File: src/rtl/integer_file_sb.sv
// integer_file_sb: register file with write-to-read forwarding, busy scoreboard and a sweep clear.
module integer_file_sb #(
    parameter int DATA_W   = 32,
    parameter int ADDR_W   = 5,
    parameter int NUM_RD   = 2,
    parameter int ZERO_REG = 1
) (
    input  logic                     clk_in,
    input  logic                     reset_n_in,
    input  logic                     clr_in,
    output logic                     ready_out,
    input  logic [NUM_RD*ADDR_W-1:0] rs_addr_in,
    output logic [NUM_RD*DATA_W-1:0] rs_data_out,
    output logic [NUM_RD-1:0]        rs_busy_out,
    input  logic                     wr_en_in,
    input  logic [ADDR_W-1:0]        rd_addr_in,
    input  logic [DATA_W-1:0]        rd_in,
    input  logic                     iss_en_in,
    input  logic [ADDR_W-1:0]        iss_addr_in
);
    localparam int DEPTH = 2**ADDR_W;

    typedef enum logic {CLEAR, RUN} state_t;

    state_t            state, state_nxt;
    logic [ADDR_W:0]   idx, idx_nxt;
    logic [DEPTH-1:0]  busy, busy_nxt;
    logic [DATA_W-1:0] mem [DEPTH];
    logic              run, wr_ok, iss_ok;

    assign run       = state == RUN;
    assign ready_out = run;
    assign wr_ok     = run && !clr_in && wr_en_in && !(ZERO_REG != 0 && rd_addr_in == '0);
    assign iss_ok    = run && !clr_in && iss_en_in && !(ZERO_REG != 0 && iss_addr_in == '0);

    always_comb begin
        state_nxt = state;
        idx_nxt   = idx;
        busy_nxt  = busy;
        if (!run) begin
            // the extra index bit flags completion after entry DEPTH-1
            idx_nxt   = idx + (ADDR_W+1)'(1);
            busy_nxt  = '0;
            state_nxt = idx_nxt[ADDR_W] ? RUN : CLEAR;
        end else if (clr_in) begin
            state_nxt = CLEAR;
            idx_nxt   = '0;
            busy_nxt  = '0;
        end else begin
            if (wr_ok)
                busy_nxt[rd_addr_in] = 1'b0;
            if (iss_ok)
                busy_nxt[iss_addr_in] = 1'b1;
        end
    end

    always_ff @(posedge clk_in or negedge reset_n_in) begin
        if (!reset_n_in) begin
            state <= CLEAR;
            idx   <= '0;
            busy  <= '0;
        end else begin
            state <= state_nxt;
            idx   <= idx_nxt;
            busy  <= busy_nxt;
        end
    end

    always_ff @(posedge clk_in) begin
        if (!run)
            mem[idx[ADDR_W-1:0]] <= '0;
        else if (wr_ok)
            mem[rd_addr_in] <= rd_in;
    end

    for (genvar k = 0; k < NUM_RD; k++) begin : g_rd
        logic [ADDR_W-1:0] a;
        logic              zero, fwd;
        assign a    = rs_addr_in[k*ADDR_W +: ADDR_W];
        assign zero = ZERO_REG != 0 && a == '0;
        assign fwd  = wr_en_in && a == rd_addr_in;
        assign rs_data_out[k*DATA_W +: DATA_W] = (!run || zero) ? '0 : fwd ? rd_in : mem[a];
        assign rs_busy_out[k] = (run && !zero && !fwd) ? busy[a] : 1'b0;
    end
endmodule

File: config.mk
export PLATFORM = sky130hd
export DESIGN_NAME = integer_file_sb
export DESIGN_NICKNAME = d
export VERILOG_FILES = /design/src/rtl/integer_file_sb.sv
export SDC_FILE = /design/constraint.sdc
export NUM_CORES = 1
export LEC_CHECK = 0
export ABC_AREA = 0
export CELL_PAD_IN_SITES_DETAIL_PLACEMENT = 0
export CELL_PAD_IN_SITES_GLOBAL_PLACEMENT = 2
export CORE_ASPECT_RATIO = 2
export CORE_MARGIN = 2
export CORE_UTILIZATION = 40
export CTS_BUF_LIST = sky130_fd_sc_hd__clkbuf_2 sky130_fd_sc_hd__clkbuf_4 sky130_fd_sc_hd__clkbuf_8
export CTS_CLUSTER_DIAMETER = 120
export DETAILED_ROUTE_END_ITERATION = 10
export PLACE_DENSITY_LB_ADDON = 0.1
export SYNTH_ARGS = -nofsm -noshare
export SYNTH_HDL_FRONTEND = slang
export SYNTH_SLANG_ARGS = --single-unit
export TNS_END_PERCENT = 5
File: constraint.sdc
create_clock -name clk_in -period 3.43 [get_ports clk_in]
set_input_delay 0.5145 -clock clk_in [delete_from_list [all_inputs] [get_ports clk_in]]
set_output_delay 0.5145 -clock clk_in [all_outputs]
set_load 0.05 [all_outputs]
==> metrics.md, run 1 <==
| Metric | Value |
|---|---|
| Met3 wire len | `12690 um` |
| Final-layout fill cell count | `10452` |
| Layout cells sized above 1 | `37.04%` |
| Tightest Pin Transition | `946.8 ps` |
| Clock Power Share | `29.6%` |
| Multi-input logic area | `18690 um2` |
| M1 WL | `69750 um` |
| H-tree depth | `4` |
| DP HPWL | `125000 um` |
| Metal2 WL | `104000 um` |
| Pin count of the biggest net entering global routing | `52` |
| CTS tree | `done` |
| Via/cell ratio | `6.504` |
| DR top layer | `met4` |
| Overall Power | `35.40 mW` |
| Clk pin slew, worst setup/hold paths | `70 ps` |
| Drt drc | `0` |
| Total Nets Final | `3317` |
| Crit. End Element | `output pin` |
| Post-route cell area | `61970 um2` |
| Hold Fails Final Rpt | `0` |
| Most frequent cells in the layout | `edfxtp_1 (1024), mux4_2 (407), mux2i_1 (280)` |
| Commonest non-fill, non-tap cell in the layout | `edfxtp_1` |
| Final setup margin | `4.346 ps` |
| Via count | `32891` |
| Number of synthesized flops with an enable pin | `1024` |
| Root buf cell | `clkbuf_8` |
| Drt pass-1 iters | `8` |
| Max-cap viol count | `0` |
| Port Buffers | `123` |
| PD cells | `571.2 nW/um2` |
| Register area | `31730 um2` |
| NetSw | `11.13 mW` |
| HP Class | `primary input to asynchronous set/reset pin` |
| Setup Viol. Count Final | `0` |
| Gr ovfl total | `0` |
| Detailed Route WL | `197500 um` |
| Post-synthesis cell area | `50550 um2` |
| I/O Pins | `124` |
| Die area | `129400 um2` |
| Mean post-synth cell area | `17.76 um2` |
| Critical Path AT | `2910 ps` |
| Initial Util | `40.29%` |
| First-pass GRT wire length | `274000 um` |
| CTS Buf Count | `156` |
| Post-route setup TNS | `0 ps` |
| Area Growth Syn to Fin | `22.59%` |
| Final cell count without fillers | `5057` |
| Leak pwr | `20.88 nW` |
| Routability cong. | `0.8429` |
| Max-slew violation count | `0` |
| Row count | `184` |
| Final ANT Viol Nets | `0` |
| Num Clock Sinks | `1063` |
| Violation count after the first detailed-route iteration | `3508` |
| Reg power frac | `46.2%` |
| Clock skew | `34.66 ps` |
| Top_reg_cell synth | `edfxtp_1` |
| Fin crit period | `3426 ps` |
| DIE WIDTH | `255.4 um` |
| Status | `complete, no violations` |
| Max IR drop VDD | `0.4286 mV` |
| Sequential share of the synthesized area | `62.76%` |
| Dpl cells | `4770` |
| Yosys warns | `0` |
| Critical Path Fanout Max | `20` |
| Distinct cell type count after synthesis | `58` |
| Initial antenna violation count | `2` |
| Register bit total from synthesis | `1063` |
| Total Routing Usage GR | `30.56%` |
| Core Area | `125500 um2` |
| Fin crit share | `99.87%` |
| Post-place setup slack | `-326.5 ps` |
| Required @ worst endpoint | `2920 ps` |
| Net Count, Synth | `2904` |
| Unrepaired setup endpoints after global routing | `true` |
| Setup crit start kind | `primary input` |
| Slew margin rel. | `36.88%` |
| Mapped Cells | `2846` |
| Internal power | `24.27 mW` |
| Clock tree buffer depth | `3` |
| Async SR Flop Fraction | `3.669%` |
| Height of the die | `506.7 um` |
| Comb pwr share | `24.2%` |
| Net switching share of the total power | `31.43%` |
| Fmax achieved | `0.2919 GHz` |
| Clock Latency Late Sink | `870 ps` |
| Avg WL per Cell | `39.06 um` |
| Crit Path Class | `primary input to output pin` |
| Vias in the first global route | `35056` |
| Area after DPL | `57930 um2` |
## cell type report
class                           instances  share of cell area (%)
Clock inverter                         78                  0.9207
Sequential cell                      1063                   51.20
Timing Repair Buffer                  494                   10.22
Antenna cell                            3                 0.01211
Tap cell                             1674                   3.380
Multi-Input combinational cell       1535                   30.17
Inverter                                9                 0.05452
Clock buffer                          201                   4.050
## cells by family (layout without fill, tap and decap cells)
kind of cell | after synthesis | after routing | synth area share [%]
buffers and inverters | 248 | 782 | 2.423
AOI/OAI and AO/OA | 592 | 592 | 8.398
DFF | 1063 | 1063 | 62.76
and+or+nand+nor | 241 | 241 | 2.473
adders and majority gates | 1 | 1 | 0.02475
muxes | 687 | 687 | 23.68
other | 0 | 3 | 0
xor gates and xnor gates | 14 | 14 | 0.2426
## Yosys cell counts, types with 11 or more instances
master	n	area share, %
a2111oi_0	12	0.21
a2111oi_2	11	0.33
a211oi_1	40	0.59
a21oi_1	147	1.5
a221o_1	30	0.59
a221oi_1	62	1.1
a22o_1	63	1.1
a22oi_1	66	0.98
and2_1	36	0.45
buf_2	84	0.83
buf_4	24	0.36
buf_6	13	0.29
clkbuf_1	108	0.80
dfrtp_1	39	1.9
edfxtp_1	1024	61
mux2i_1	280	5.5
mux4_2	407	18
nand2_1	54	0.40
nand3_1	14	0.14
nor2_1	49	0.36
nor2b_1	38	0.47
o21ai_0	62	0.61
o221ai_1	22	0.38
o22ai_1	46	0.57
## sequential cells by signal (all words and copies together), names as in the netlist
signal     cells
mem         1024
busy          32
idx            6
ready_out      1
## power groups by stage
stage          logic (mW)  registers (mW)  clock network (mW)
2_1_floorplan        3.95            16.4                   0
3_3_place_gp         8.22            16.5                   0
3_5_place_dp         8.28            16.6                   0
4_1_cts              8.53            16.3                10.7
5_1_grt              8.80            16.4                11.1
6_report             8.58            16.3                10.5
## worst paths after layout
kind | from | slack (ps) | depth (start not counted) | end
min in group clk_in | iss_addr_in[1] | 380 | 3 | busy[7]
hold reg to reg | idx[5] | 500 | 2 | idx[5]
max in group asynchronous | reset_n_in | 2450 | 2 | ready_out
hold / removal | reset_n_in | 340 | 2 | busy[18]
setup / recovery | rs_addr_in[8] | 4 | 10 | rs_data_out[43]
setup reg to reg | ready_out | 670 | 7 | mem[1][20]
## layer usage
layer	up-vias	GRT usage [%]
met5	-	0
met4	0	15.37
met3	479	4.671
met2	1688	54.94
met1	17673	35.32
li1	13051	-
## worst max-delay path, stage by stage
cell and delay (ps):
clkdlybuf4s50_1 410, buf_4 170, or3b_4 430, buf_12 210, buf_4 160, o221ai_1 310
a21oi_1 90, a21oi_1 200, a22o_1 180, buf_4 200
## what timing repair did
item | 4_1_cts | 5_1_grt
setup buffers | 3 | 7
gates resized for setup | 150 | 29
endpoints found under the hold margin | 39 | 0
hold buffers | 1 | 0
setup endpoints to repair | 65 | 61
pin swaps | 58 | 27
## per-stage QoR
stage	utilization (%)	hold slack, ps
final	49.39	337.9
after global routing	49.38	356.3
after CTS	49.22	259.4
after detailed placement	46.17	491.0
after global placement	46.17	492.6
after floorplan	-	218.9
(Power assumes the default switching activity.)
==> inputs of run 2 (changes only) <==
--- a/config.mk
+++ b/config.mk
@@ -6,8 +6,8 @@
 export NUM_CORES = 1
 export LEC_CHECK = 0
 export ABC_AREA = 0
-export CELL_PAD_IN_SITES_DETAIL_PLACEMENT = 0
-export CELL_PAD_IN_SITES_GLOBAL_PLACEMENT = 2
+export CELL_PAD_IN_SITES_DETAIL_PLACEMENT = 1
+export CELL_PAD_IN_SITES_GLOBAL_PLACEMENT = 1
 export CORE_ASPECT_RATIO = 2
 export CORE_MARGIN = 2
 export CORE_UTILIZATION = 40
==> run 2 against run 1 <==
  * The run now ends with setup timing left
  * Flip-flop and latch count did not move
  * Combinational power rose by 4.7%
  * Clock skew rose by 12 ps
  * Critical path depth fell by 1
  * Cell count rose by 1.1%
  * Via count rose by 1.7%
  * Critical endpoint is now rs_data_out[47]
  * Setup slack got worse by 42 ps
  * Global-route usage rose by 1.2 points
  * Core utilization rose by 0.78 points
  * Largest cell class unchanged
  * Sequential power barely moved
  * Wire length rose by 3.9%
==> metrics.md, run 2 (synthesized netlist as in run 1, its figures left out) <==
| Metric | Value |
|---|---|
| Largest register by flop count | `mem` |
| DIE WIDTH | `255.4 um` |
| PD cells | `574.4 nW/um2` |
| Reg power frac | `45.3%` |
| Max reg flops | `1024` |
| Commonest non-fill, non-tap cell in the layout | `edfxtp_1` |
| Internal power | `24.72 mW` |
| I/O Pins | `124` |
| DP HPWL | `131700 um` |
| Initial antenna violation count | `3` |
| Max-cap viol count | `0` |
| Post-route setup TNS | `-122.2 ps` |
| Crit. End Element | `output pin` |
| Unrepaired setup endpoints after global routing | `true` |
| Final setup margin | `-37.47 ps` |
| Area Growth Syn to Fin | `24.53%` |
| First-pass GRT wire length | `285500 um` |
| Top flop regs | `mem: 1024 flops, busy: 32 flops, idx: 6 flops` |
| Critical Path Fanout Max | `40` |
| Max IR drop VDD | `0.4136 mV` |
| Slew margin rel. | `34.60%` |
| Clock Power Share | `29.8%` |
| Root buf cell | `clkbuf_8` |
| Detailed Route WL | `205300 um` |
| Top cell by count, worst path | `buf_4` |
| Port Buffers | `123` |
| Crit Path Class | `primary input to output pin` |
| Status | `finished, violations left` |
| Clock Latency Late Sink | `890 ps` |
| Row count | `184` |
| Avg WL per Cell | `40.15 um` |
| Critical Path AT | `2950 ps` |
| Gr ovfl total | `0` |
| Drt drc | `0` |
| Via count | `33455` |
| Overall Power | `36.16 mW` |
| Crit path max-delay cell type | `inv_2` |
| Setup crit start kind | `primary input` |
| Comb pwr share | `24.8%` |
| Height of the die | `506.7 um` |
| Fin crit share | `101.1%` |
| CP max stage delay | `470 ps` |
| Vias in the first global route | `36368` |
| Layout cells sized above 1 | `38.98%` |
| Most frequent cells in the layout | `edfxtp_1 (1024), mux4_2 (407), mux2i_1 (279)` |
| HP Class | `primary input to asynchronous set/reset pin` |
| Final ANT Viol Nets | `0` |
| Violation count after the first detailed-route iteration | `3171` |
| Routability cong. | `0.8954` |
| Die area | `129400 um2` |
| Setup Viol. Count Final | `8` |
| Worst path cell trace | `buf_2 -> buf_12 -> inv_2 -> buf_4 -> a2111oi_2 -> a21oi_1 -> buf_4 -> a22o_1 -> buf_6` |
| Total Nets Final | `3372` |
| Fin crit period | `3467 ps` |
| Violated checks | `setup timing` |
| CTS Buf Count | `159` |
| Leak pwr | `21.30 nW` |
| Clk pin slew, worst setup/hold paths | `70 ps` |
| Net switching share of the total power | `31.63%` |
| Drt pass-1 iters | `5` |
| Fmax achieved | `0.2884 GHz` |
| Tightest Pin Transition | `981.0 ps` |
| Num Clock Sinks | `1063` |
| NetSw | `11.44 mW` |
| Required @ worst endpoint | `2920 ps` |
| Pin count of the biggest net entering global routing | `51` |
| Clock tree buffer depth | `3` |
| CTS tree | `done` |
| Clock skew | `46.94 ps` |
| Hold Fails Final Rpt | `0` |
| H-tree depth | `4` |
| Total Routing Usage GR | `31.77%` |
| Initial Util | `40.29%` |
| Via/cell ratio | `6.543` |
| Max-slew violation count | `0` |
| Core Area | `125500 um2` |
==> run 2: cell count changes in the layout (fill, tap and decap cells not counted), moves of 6 or more <==
| cell | before | now |
|---|---|---|
| a211oi_1 | 28 | 19 |
| a211oi_2 | 12 | 20 |
| a21oi_1 | 111 | 119 |
| a21oi_2 | 31 | 22 |
| a22o_1 | 57 | 47 |
| a22o_4 | 6 | 16 |
| buf_12 | 187 | 200 |
| buf_4 | 215 | 252 |
| clkbuf_4 | 41 | 55 |
| clkbuf_8 | 160 | 166 |
| clkinv_1 | 38 | 32 |
| clkinv_2 | 21 | 14 |
| o22ai_1 | 41 | 34 |
==> run 2: metrics by stage <==
step / utilization, % / std cells / hold WS (ps) / instance area (um2) / setup WS, ps
5_1_grt: 50.17 / 5113 / 339.1 / 62950 / -113.9
3_5_place_dp: 46.49 / 4812 / 508.5 / 58340 / -467.3
4_1_cts: 50.01 / 5109 / 263.8 / 62750 / -104.1
3_3_place_gp: 46.49 / 4812 / 486.9 / 58340 / -469.6
6_report: 50.17 / 5113 / 318.9 / 62950 / -37.47
2_1_floorplan: - / 2846 / 218.9 / 50560 / -251.3
==> run 2: worst paths after layout <==
path,start,slack (ps),end,depth (start not counted)
worst max-delay path,rs_addr_in[9],-40,rs_data_out[47],9
worst min register to register,idx[5],520,idx[5],2
worst max register to register,ready_out,480,mem[10][29],6
worst min-delay path,reset_n_in,320,busy[16],2
min in group clk_in,iss_addr_in[1],390,busy[7],3
max in group asynchronous,reset_n_in,2380,ready_out,2
==> run 2: metal layers <==
layer / routed length [um] / GRT usage, %
met3: 12620 / 5.086
met2: 107200 / 56.66
met1: 72920 / 36.52
met4: 12580 / 17.09
met5: 13 / 0
==> run 2: layout make-up <==
class                   instances  area, um2
flip-flops and latches       1063      31730
diodes                          1      2.502
fillers                     11546      62520
well taps                    1674       2095
inverters                       9      33.78
clock inverters                64      471.7
clock buffers                 221       2698
multi-input cells            1537      18980
repair buffers                544       6940
==> run 2: timing repair <==
item | CTS | global route
resized for setup | 198 | 25
hold buffers | 1 | 0
cloned | 4 | 1
buffers inserted | 15 | 2
pin swaps | 78 | 11
endpoints found under the hold margin | 39 | 0
setup endpoints to repair | 64 | 56
==> run 2: power groups by stage <==
stage	logic [mW]	clock network (mW)	registers, mW
final	8.98	10.8	16.4
after global routing	9.17	11.4	16.5
after CTS	8.90	11.0	16.4
after detailed placement	8.46	0	16.7
after global placement	8.37	0	16.5
after floorplan	3.95	0	16.4
==> run 2: worst max-delay path, delay by kind of cell <==
| family | cells | cell delay (ps) |
|---|---|---|
| AO/OA/AOI/OAI | 3 | 640 |
| buffers and inverters | 6 | 1740 |
